File: config.mk
export PLATFORM = sky130hd
export DESIGN_NAME = vram_write_buffer
export DESIGN_NICKNAME = d
export VERILOG_FILES = /design/src/rtl/vram_write_buffer.sv
export SDC_FILE = /design/constraint.sdc
export NUM_CORES = 1
export LEC_CHECK = 0
export ABC_AREA = 1
export CORE_MARGIN = 1
export CORE_UTILIZATION = 50
export DETAILED_ROUTE_END_ITERATION = 8
export GPL_TIMING_DRIVEN = 0
export PLACE_DENSITY = 0.69
export SLEW_MARGIN = 30
export SYNTH_ARGS = -nofsm -noshare
export SYNTH_HDL_FRONTEND = slang
export SYNTH_SLANG_ARGS = --single-unit
File: constraint.sdc
create_clock -name clk -period 4.8 [get_ports clk]
set_clock_uncertainty 0.05 [all_clocks]
set_input_delay 0.96 -clock clk [delete_from_list [all_inputs] [get_ports clk]]
set_output_delay 0.96 -clock clk [all_outputs]
set_load 0.02 [all_outputs]
File: src/rtl/vram_write_buffer.sv
// rtl/vram_write_buffer.sv - captures CPU writes inside the video window and drains them to the framebuffer port
module vram_write_buffer #(
    parameter logic [15:0] VRAM_BASE = 16'hE000,
    parameter logic [16:0] VRAM_SIZE = 17'h1000,
    parameter int          DEPTH     = 8,
    parameter int          FB_AW     = 12
) (
    input  logic                       clk,
    input  logic                       rst,
    input  logic [15:0]                bus_addr,
    input  logic [15:0]                bus_data,
    input  logic                       bus_write,
    output logic [FB_AW-1:0]           fb_addr,
    output logic [15:0]                fb_data,
    output logic                       fb_we,
    input  logic                       fb_ready,
    input  logic                       clr_ovf,
    output logic [$clog2(DEPTH):0]     fifo_count,
    output logic                       full,
    output logic                       overflow
);

    localparam int PW = $clog2(DEPTH);

    logic             wr_q;
    logic [PW-1:0]    wr_ptr;
    logic [PW-1:0]    rd_ptr;
    logic [FB_AW-1:0] addr_mem [DEPTH];
    logic [15:0]      data_mem [DEPTH];

    logic [16:0]      addr_ext;
    logic [16:0]      win_lo;
    logic [16:0]      win_hi;
    logic             in_window;
    logic [FB_AW-1:0] win_offset;
    logic             push_req;
    logic             pop;
    logic             push;
    logic             drop;

    // 17-bit compare so a window ending exactly at 64K still works
    assign addr_ext   = {1'b0, bus_addr};
    assign win_lo     = {1'b0, VRAM_BASE};
    assign win_hi     = win_lo + VRAM_SIZE;
    assign in_window  = (addr_ext >= win_lo) && (addr_ext < win_hi);
    assign win_offset = bus_addr[FB_AW-1:0] - VRAM_BASE[FB_AW-1:0];

    assign push_req = bus_write & ~wr_q & in_window;
    assign fb_we    = (fifo_count != '0);
    assign full     = (fifo_count == (PW+1)'(DEPTH));
    assign pop      = fb_we & fb_ready;
    // A pop in the same cycle frees the slot, so a full FIFO can still accept
    assign push     = push_req & (~full | pop);
    assign drop     = push_req & full & ~pop;

    assign fb_addr  = fb_we ? addr_mem[rd_ptr] : '0;
    assign fb_data  = fb_we ? data_mem[rd_ptr] : '0;

    always_ff @(posedge clk) begin
        if (rst) begin
            wr_q       <= 1'b0;
            wr_ptr     <= '0;
            rd_ptr     <= '0;
            fifo_count <= '0;
            overflow   <= 1'b0;
        end else begin
            wr_q <= bus_write;
            if (push)
                wr_ptr <= wr_ptr + PW'(1);
            if (pop)
                rd_ptr <= rd_ptr + PW'(1);
            if (push && !pop)
                fifo_count <= fifo_count + 1'b1;
            else if (pop && !push)
                fifo_count <= fifo_count - 1'b1;
            if (drop)
                overflow <= 1'b1;
            else if (clr_ovf)
                overflow <= 1'b0;
        end
    end

    always_ff @(posedge clk) begin
        if (push) begin
            addr_mem[wr_ptr] <= win_offset;
            data_mem[wr_ptr] <= bus_data;
        end
    end

endmodule

Word level (Yosys, flattened, before mapping)
Memories as Yosys holds them, arrays and structs flattened. A register that Yosys moved wholly into a read port is not among the register bits.
Index checks and enable logic that the tools add are counted.
Widths: inputs -> output; s select.
Word-level totals
  word-level logic and storage cells: 44
  memory bits (read-only): 0
  latch bits: 0
  memory bits (writable): 224
  memories kept: 2
  output and inout bits: 35
  input bits: 37
  bits in registers: 12
Cells by class
  multiplexer cells: 12
  reductions and logical operators: 8
  div/mod/pow operators: 0
  shift operators: 0
  $lt $le $gt $ge: 2
  eq/ne operators: 1
  add/subtract/negate cells: 4
  multiply operators: 0
  bitwise gates (word level): 10
Memory list
  data_mem: depth 8, width 16, read ports 1, clocked after memory_dff 1, wr ports 1, RTL line 29  | logic [15:0] data_mem [DEPTH];
  addr_mem: depth 8, width 12, read ports 1, clocked after memory_dff 1, wr ports 1, RTL line 28  | logic [FB_AW-1:0] addr_mem [DEPTH];
Operators by type and width (count)
  $ge 16x16->1 const B: 1
  $lt 16x16->1 const B: 1
  $mux 16: 1
  $mux 12: 1
  $mux 3: 4
  $mux 4: 2
  $add 3x1->3 const B: 2
  $and 1x1->1: 6
  $add 4x1->4 const B: 1
  $eq 4x4->1 const B: 1
  $mux 1: 4
  $reduce_bool 2->1: 2
  $reduce_bool 4->1: 1
  $sub 4x1->4 const B: 1
  $logic_and 1x1->1: 3
  $not 1->1: 3
  $logic_not 1->1: 2
  $or 1x1->1: 1

Logic depth before layout (Yosys ltp)
  depth in word-level cells: 8
  gate-level depth with buffers: 15
  gate-level depth less buffers: 15

Least setup slack after synthesis
No wires, ideal clock.
  path type: input-to-reg
  start point: input bus_write
  end point: memory addr_mem[0][0] (enable)
  arrival: 2.849 ns
  stages: 7
  setup time: 0.413 ns
  required time: 4.337 ns
  buffers on the path: 0
  slack: 1.488 ns
  cells stage by stage: inv_1 -> or2_0 -> nor2_1 -> nand2_1 -> inv_1 -> nand2_2 -> nor2_1
On the way
  cells in the longest elaborated chain, start to end: 5
Ends and longest elaborated chain
  start: declaration: RTL line 12  | input logic bus_write,
  $and 1x1->1 (2 in a row): RTL line 48  | assign push_req = bus_write & ~wr_q & in_window;
  $and 1x1->1: RTL line 53  | assign push = push_req & (~full | pop);
  named net push: RTL line 38  | logic push;
  $mux 1: RTL line 84  | if (push) begin
  $mux 1 (implied by the code): RTL line 85  | addr_mem[wr_ptr] <= win_offset;
  end: declaration: RTL line 28
The timed path passes the listed nets, and every way through them passes these cells.

==> metrics <==
number of top-level pins 72; initial core utilization 0.510; WHS ~0.45 ns; Critical R2R Launch fifo_count[0]$_SDFFE_PP0P_; layout cells sized above 1 0.0851; Clock Tree Buf Depth 3; Max Cap Violations 0; Slew Limit Headroom 0.545; crit path DAT 2.95 ns; Tcrit/Tclk final 0.824; Slew @ Worst Pin 0.682 ns; Design Power 6390 uW; syn_nets 816; CTS tree yes; DRC violations left 0; die area 0.0197 mm2; Mean Syn Cell Area 12.4 um2; CP Capture Type output pin; post-synthesis register bit count 239; clk sinks 239; total negative slack 0 ns; first-pass GRT wire length 33.9 mm; Num CTS Buffers 24; Place WS roughly 1.3 ns; Setup Buffers After CTS 0; Area growth, synth to finish 20.6%; routed vias 6290; worst flop-to-flop path endpoint fifo_count[3]$_SDFFE_PP0P_; synthesized area between 0.009 and 0.01 mm2; GP Congestion approximately 0.8; min cycle time layout around 4 ns; unrepaired setup endpoints after global routing no; Yosys warnings 0; Avg Vias per Cell 5.58; vias in the first global route 6088; hold wc startpoint rd_ptr[2]$_SDFFE_PP0N_; flop-to-flop setup slack 2.40 ns; ys flop type edfxtp_1; htree depth 1; Gate Count Post-Synth about 770; die width 140 um; worst-case reg-to-reg path depth 13; crit path max fanout 10; Clock Latency Late Sink 0.51 ns; design area 0.0115 mm2; CP Class reg -> out; Post-synth EDFFs 224; routed len/inst 19.6 um; Max VDD drop 0.335 mV; Seq/Total Area, Yosys 0.736; DR iter-0 viols just under 600; largest net degree at the start of global routing 19; Synth async-reset ratio 0; Root Buffer clkbuf_16; Hold-fix buffers, CTS 0; final worst slack around 0.84 ns; Critical Path Source Type flip-flop; Critical Path RT 3.79 ns; PortBufs 70; DRT Pass-1 Iters 5; Pwr Density 554 mW/mm2; dpl cell area 0.0108 mm2; area of the core 0.0187 mm2; DRT Wirelength 22.1 mm; final net count 920; antenna-violating nets left 0; initial antenna violation count 0; antenna cells 0; post-detail-place hpwl between 10 and 15 mm; Pins Over Slew Limit 0; std cell rows 50; post-CTS resize count 0; GRT Total Usage 0.231; Yosys cell types 25; Final setup viols 0; f_max between 200 and 300 MHz; Reg clk slew, reported paths 0.06 ns; Final Hold Viols 0; Hold Path Class reg -> reg; outcome completed; hold-critical path depth 2; GRT overflow 0; leakage 0.00395 uW; Die Ht 140 um
## worst max path at each step
stage               cells past startpoint                          to  slack, ns
floorplan                               7    addr_mem[0][0]$_DFFE_PP_       1.49
global placement                        8    data_mem[0][3]$_DFFE_PP_      -0.21
detailed placement                     16  fifo_count[3]$_SDFFE_PP0P_       1.31
CTS                                     7                 fb_data[13]       0.94
global route                            7                 fb_data[13]       0.75
finish                                  7                 fb_data[13]       0.84
## final cells by class
| cell class | instances | area [um2] |
|---|---|---|
| multi-input cells | 468 | 2250 |
| flip-flops and latches | 239 | 7030 |
| clock inverters | 11 | 48.8 |
| inverters | 20 | 75.1 |
| repair buffers | 78 | 921 |
| fillers | 1426 | 7190 |
| plain buffers | 46 | 250 |
| clock buffers | 31 | 648 |
| well taps | 234 | 293 |
## registers in the layout, summed over array words and instances (netlist names), named ones only
signal / count
overflow: 1
addr_mem: 96
fifo_count: 4
wr_ptr: 3
wr_q: 1
rd_ptr: 3
data_mem: 128
## cell usage in the layout (no fill, tap or decap), drive strengths merged, types with 7 or more instances in the layout
cell / synthesis / final
edfxtp: 224 / 224
nor2: 216 / 216
o21ai: 117 / 117
clkdlybuf4s50: 0 / 70
nand2: 48 / 48
clkbuf: 16 / 47
buf: 30 / 38
o22ai: 28 / 28
o211ai: 28 / 28
inv: 20 / 20
dfxtp: 15 / 15
a21oi: 10 / 10
clkinv: 0 / 10
nand3: 7 / 7
## worst max-delay path, cell delays in order (launching register included)
cell and delay [ns]:
dfxtp_1 0.34, inv_1 0.35, clkbuf_1 0.46, o21ai_0 0.20
o22ai_1 0.18, nor2_1 0.06, nor2_1 0.21, clkdlybuf4s50_1 0.63
## cells in the mapped netlist (all sizes together), types with 4 or more instances
cell,instances,share of area
inv,20,0.0079
nand2,48,0.019
o22ai,28,0.018
edfxtp,224,0.70
xor2,4,0.0037
a21oi,10,0.0052
buf,30,0.020
nand3,7,0.0037
clkbuf,16,0.0064
o21ai,117,0.061
nor2,216,0.085
dfxtp,15,0.031
o211ai,28,0.022
ha,5,0.0066
## power breakdown
group          internal [uW]  total [uW]  switching (uW)
Combinational            876        2360            1480
Clock                    945        1680             737
Sequential              2310        2350            36.2
Total                   4130        6390            2250
## per-layer routing
layer / up-vias / track usage / wire length, um
met3: 31 / 0.0393 / 1400
met4: 0 / 0.0630 / 365
met2: 234 / 0.387 / 10700
li1: 2981 / - / -
met1: 3044 / 0.314 / 9660
met5: - / 0 / 0
## through the flow
| stage | util | cells |
|---|---|---|
| 2_1_floorplan | - | 773 |
| 3_3_place_gp | 0.563 | 1077 |
| 3_5_place_dp | 0.578 | 1085 |
| 4_1_cts | 0.616 | 1127 |
| 5_1_grt | 0.616 | 1127 |
| 6_report | 0.616 | 1127 |
## kinds of logic after synthesis
group / share of synthesized area
buffers and inverters: 0.0341
AO/OA/AOI/OAI: 0.107
AND/OR/NAND/NOR: 0.110
adder cells (fa/ha/maj): 0.00865
XOR/XNOR: 0.00459
flip-flops: 0.736
(Power assumes the default switching activity.)
==> patch 1, RTL diff (same flow settings) <==
Register the output `fifo_count` once more, cleared by the reset; this adds one clock of latency there. The other outputs are not delayed to match.
--- a/src/rtl/vram_write_buffer.sv
+++ b/src/rtl/vram_write_buffer.sv
@@ -21,6 +21,8 @@
 );
 
     localparam int PW = $clog2(DEPTH);
+
+    logic [$clog2(DEPTH):0] fifo_count_s0;
 
     logic             wr_q;
     logic [PW-1:0]    wr_ptr;
@@ -46,8 +48,8 @@
     assign win_offset = bus_addr[FB_AW-1:0] - VRAM_BASE[FB_AW-1:0];
 
     assign push_req = bus_write & ~wr_q & in_window;
-    assign fb_we    = (fifo_count != '0);
-    assign full     = (fifo_count == (PW+1)'(DEPTH));
+    assign fb_we    = (fifo_count_s0 != '0);
+    assign full     = (fifo_count_s0 == (PW+1)'(DEPTH));
     assign pop      = fb_we & fb_ready;
     // A pop in the same cycle frees the slot, so a full FIFO can still accept
     assign push     = push_req & (~full | pop);
@@ -61,7 +63,7 @@
             wr_q       <= 1'b0;
             wr_ptr     <= '0;
             rd_ptr     <= '0;
-            fifo_count <= '0;
+            fifo_count_s0 <= '0;
             overflow   <= 1'b0;
         end else begin
             wr_q <= bus_write;
@@ -70,9 +72,9 @@
             if (pop)
                 rd_ptr <= rd_ptr + PW'(1);
             if (push && !pop)
-                fifo_count <= fifo_count + 1'b1;
+                fifo_count_s0 <= fifo_count_s0 + 1'b1;
             else if (pop && !push)
-                fifo_count <= fifo_count - 1'b1;
+                fifo_count_s0 <= fifo_count_s0 - 1'b1;
             if (drop)
                 overflow <= 1'b1;
             else if (clr_ovf)
@@ -87,5 +89,13 @@
         end
     end
 
+    always_ff @(posedge clk) begin
+        if (rst) begin
+            fifo_count <= '0;
+        end else begin
+            fifo_count <= fifo_count_s0;
+        end
+    end
+
 endmodule
 
Formal check against the unedited RTL: not equivalent (a bounded check fails within 4 cycles, from zero or initial values and one cycle with rst high).
==> patch 1 against the original RTL <==
Maximum frequency rose by 2.8%; global-route usage fell by 0.62 points; non-clock buffer count rose by 1; synthesized area rose by 1.1%; sequential cell count rose by 4; sequential share of layout area fell by 0.14 points; routed wire length fell by 1.3%; power rose by 1.4%; die area rose by 1.1%; final area rose by 1.4%; worst setup slack improved by 0.11 ns; highest routed layer unchanged.
==> patch 1: results (changes against the original RTL) <==
layout:
  nNetsFinal: 929  # +0.98%
  reg.largest.list: "data_mem: 128 flops, addr_mem: 96 flops"
  flow.area_growth_from_synthesis_pct: 20.96
  drive_above_1_share_pct: 8.647  # +0.14 points
  layout.cells.non_filler: 1162  # +3.1%
  fillers: 1405  # -1.5%
  antenna_cells: 0  # unchanged
logic_synthesis:
  synthTopCellsByCount: "edfxtp_1, nor2_1, o21ai_0"
  synth.avg_cell_area_um2: 12.36  # about the same
  synth_cell_types: 24  # -4.0%
  synth_area_leaders: "edfxtp_1, nor2_1, o21ai_0"
  synth-async-reset-ratio_pct: 0  # unchanged
  ys_seq_area_share_pct: 73.63  # about the same
  synth_edf_count: 224  # unchanged
  synth_nets: 824  # +0.98%
min_path:
  hold_depth: 2  # unchanged
  hold_path.class: "reg2reg"
  hp-start: "rd_ptr[0]"
  worstHoldEndpoint: "rd_ptr[0]"
critical_path:
  regToRegSetupSlack_ns: 2.30  # -0.10 ns
  critPathMaxFanout: 10  # unchanged
  reg2regPathDepth: 13  # unchanged
  r2r-end: "fifo_count_s0[3]"
  cp.arrival_ns: 2.84  # -0.11 ns
  timing.rr.start: "fifo_count_s0[0]"
drt:
  drt_iter0_markers: 620  # +6.5%
  wl_per_cell_um: 18.80  # -4.2%
  viasPerCell: 5.442  # -2.5%
clock_network:
  postCtsSetupRepairBufs: 0  # unchanged
  clkLatencyLatePin_ns: 0.51  # about the same
  cts_buffers: 24  # unchanged
  htreeDepth: 1  # unchanged
  path_clk_slew_ns: 0.06  # about the same
  clockBufferDepth: 3  # unchanged
  root_buffer: "clkbuf_16"
global_route:
  grtUsageTotal_pct: 22.50  # -0.62 points
  antenna_found_initial: 0  # unchanged
  grt_max_degree: 18  # -1
  grt_pass1_wl_um: 33820  # -0.33%
  grt_pass1_vias: 6204  # +1.9%
pwr:
  p_int_mw: 4.225  # +2.3%
  leakagePower_nw: 4.012  # +1.6%
  ir_drop_mv: 0.2806  # -16%
placed_design:
  post-place-ws_ns: 1.258  # -0.04679 ns
  hpwlAfterDp_um: 14020  # -1.2%
  place_inst: 1120  # +3.2%
  gp_congestion: 0.7376  # -5.9%
  dpl_cell_area_mm2: 0.01096  # +1.2%
  port-buffer-count: 71  # +1.4%
timing:
  hold_slack_ns: 0.4548  # +0.004895 ns
  fmax_mhz: 259.7  # +2.8%
  relSlewSlack_pct: 54.78  # +0.26 points
status:
  status: "complete, no violations"
## patch 1: worst max path at each step
stage	start	endpoint	slack, ns	depth (start not counted)
after floorplan	bus_write	addr_mem[0][0]	1.49	7
after global placement	bus_write	data_mem[4][7]	-0.14	8
after detailed placement	bus_write	data_mem[3][7]	1.26	7
after CTS	register	fb_addr[8]	0.98	7
after global routing	register	fb_data[5]	0.86	6
final	register	fb_data[13]	0.95	7
## patch 1: logic make-up (layout without fill, tap and decap cells)
| kind of cell | after synthesis | after routing | share of synthesized area (%) |
|---|---|---|---|
| buf+inv | 68 | 189 | 3.500 |
| simple gates | 275 | 275 | 10.93 |
| flops | 243 | 243 | 73.63 |
| compound gates | 184 | 184 | 10.63 |
| fa+ha+maj | 6 | 6 | 0.8556 |
| xor+xnor | 5 | 5 | 0.4537 |
## patch 1: power by group through the flow
stage	registers, mW	clock network (mW)	logic (mW)
floorplan	2.43	0	1.36
global placement	2.43	0	2.31
detailed placement	2.43	0	2.33
CTS	2.38	1.75	2.35
global route	2.39	1.83	2.56
finish	2.38	1.74	2.35
## patch 1: critical path: stages, from the launching register on
cell and delay (ns):
dfxtp_1 0.34, inv_1 0.34, clkbuf_1 0.45, o21ai_0 0.16, o22ai_1 0.14, nor2_1 0.07, nor2_1 0.20, clkdlybuf4s50_1 0.63
## patch 1: final cells by class
cell class,count,share of cell area [%]
sequential,243,60.87
timing repair buffer,79,7.866
clock inverter,8,0.5144
tap,260,2.786
inverter,22,0.7073
clock buffer,34,5.648
buffer,46,2.186
multi-input combinational,470,19.42
## patch 1: per-layer routing
| layer | wire [µm] | global-route usage [%] |
|---|---|---|
| met4 | 575 | 8.124 |
| met2 | 10340 | 36.66 |
| met5 | 0 | 0 |
| met3 | 1341 | 3.397 |
| met1 | 9585 | 30.95 |
==> patch 2, RTL diff (same settings) <==
Made on the original files. The parameter `FB_AW` goes from 12 to 13.
--- a/src/rtl/vram_write_buffer.sv
+++ b/src/rtl/vram_write_buffer.sv
@@ -3,7 +3,7 @@
     parameter logic [15:0] VRAM_BASE = 16'hE000,
     parameter logic [16:0] VRAM_SIZE = 17'h1000,
     parameter int          DEPTH     = 8,
-    parameter int          FB_AW     = 12
+    parameter int          FB_AW     = 13
 ) (
     input  logic                       clk,
     input  logic                       rst,
Ports: changed (resized fb_addr); port bits go from 72 to 73. No check against the original RTL was run, so the function may have changed too.
==> patch 2 against the original RTL <==
Synthesized area increased by 5.0%; routed wire length increased by 2.4%; power increased by 7.3%; sequential cell count increased by 8; critical endpoint is now fb_addr[10]; highest routed layer unchanged; count of clock-buffer cells in the layout decreased by 2; die area increased by 5.0%; final area increased by 5.8%; combinational power increased by 6%; worst setup slack improved by 0.18 ns; final cell count increased by 5.3%.
==> patch 2: results (changes against the original RTL) <==
pwr:
  p_int_mw: 4.473  # +8.3%
  power_frac_comb_pct: 36.4  # -0.5 points
  totalPowerFinal_mw: 6.849  # +7.3%
  p_seq_share_pct: 35.3  # -1.4 points
  leakagePower_nw: 4.192  # +6.1%
  ir_drop_mv: 0.4345  # +30%
critical_path:
  critPathMaxFanout: 10  # unchanged
  reg2regPathDepth: 13  # unchanged
  regToRegSetupSlack_ns: 2.44  # +0.04 ns
  r2r-end: "fifo_count[3]"
  cp.arrival_ns: 2.77  # -0.18 ns
  timing.rr.start: "fifo_count[0]"
  cpLargestDelayFamily: "buffers and inverters"
timing:
  post-route-min-period_ns: 3.777  # -0.1798 ns
  worst_pin_slew_ns: 0.6883  # +0.006177 ns
  hold_slack_ns: 0.4397  # -0.01026 ns
logic_synthesis:
  synth_edf_count: 232  # +3.6%
  synth_cell_types: 29  # +16%
  synthTopCellsByCount: "edfxtp_1, nor2_1, o21ai_0"
  yosysWarnings: 0  # unchanged
  synth_area_leaders: "edfxtp_1, nor2_1, o21ai_0"
  ys_seq_area_share_pct: 72.47  # -1.1 points
  synth_nets: 840  # +2.9%
clock_network:
  cts_resized: 0  # unchanged
  cts_buffers: 25  # +4.2%
global_route:
  grt_pass1_wl_um: 34740  # +2.4%
  grt_pass1_vias: 6316  # +3.7%
  grtUsageTotal_pct: 22.81  # -0.32 points
  grt_max_degree: 20  # +1
layout:
  nNetsFinal: 946  # +2.8%
  reg.largest.list: "data_mem: 128 flops, addr_mem: 104 flops, fifo_count: 4 flops"
  drive_above_1_share_pct: 13.34  # +4.8 points
placed_design:
  dpl_cell_area_mm2: 0.01135  # +4.9%
  port-buffer-count: 71  # +1.4%
  post-place-ws_ns: 1.305  # -0.0002400 ns
  hpwlAfterDp_um: 14200  # about the same
  gp_congestion: 0.7977  # +1.7%
drt:
  viasPerCell: 5.500  # -1.5%
  drt_iter0_markers: 515  # -12%
  wl_per_cell_um: 19.09  # -2.8%
min_path:
  hp-start: "rd_ptr[1]"
status:
  status: "complete, no violations"
==> patch 2: layout make-up <==
cell class | instances | area [µm²]
fillers | 1475 | 7408
multi-input cells | 482 | 2416
clock inverters | 17 | 181.4
clock buffers | 29 | 650.6
repair buffers | 79 | 930.9
plain buffers | 48 | 324.1
flip-flops and latches | 247 | 7267
inverters | 20 | 80.08
well taps | 265 | 331.6
==> patch 2: layer usage <==
| layer | GRT usage, % | wire (µm) | vias to the layer above |
|---|---|---|---|
| li1 | - | - | 3076 |
| met2 | 38.38 | 10920 | 259 |
| met1 | 30.97 | 9779 | 3157 |
| met5 | 0 | 0 | - |
| met3 | 2.999 | 1479 | 36 |
| met4 | 6.999 | 486 | 0 |
==> patch 2: cells by family (layout without fill, tap and decap cells) <==
family / Yosys count / after routing / synth area share, %
AND/OR/NAND/NOR: 282 / 282 / 10.77
buffers and inverters: 68 / 193 / 4.030
XOR/XNOR: 5 / 5 / 0.4367
flip-flops: 247 / 247 / 72.47
AO/OA/AOI/OAI: 189 / 189 / 11.47
adder cells (fa/ha/maj): 6 / 6 / 0.8236
==> patch 2: worst max-delay path by stage <==
stage,to,depth (start not counted)
finish,fb_addr[10],7
global route,fb_addr[10],7
CTS,fb_addr[10],7
detailed placement,data_mem[5][7],7
global placement,data_mem[7][7],6
floorplan,addr_mem[0][0],7
==> patch 2: worst reg2reg max path: cells and delay by family, from the launching register on <==
kind,cells,cell delay (ns)
compound gates,1,0.11
fa+ha+maj,2,0.60
flops,1,0.36
simple gates,9,1.08
buf+inv,1,0.10
==> patch 2: stage by stage <==
stage	util, %	cells
after floorplan	-	797
after global placement	56.51	1133
after detailed placement	57.94	1141
after CTS	62.18	1187
after global routing	62.18	1187
final	62.18	1187
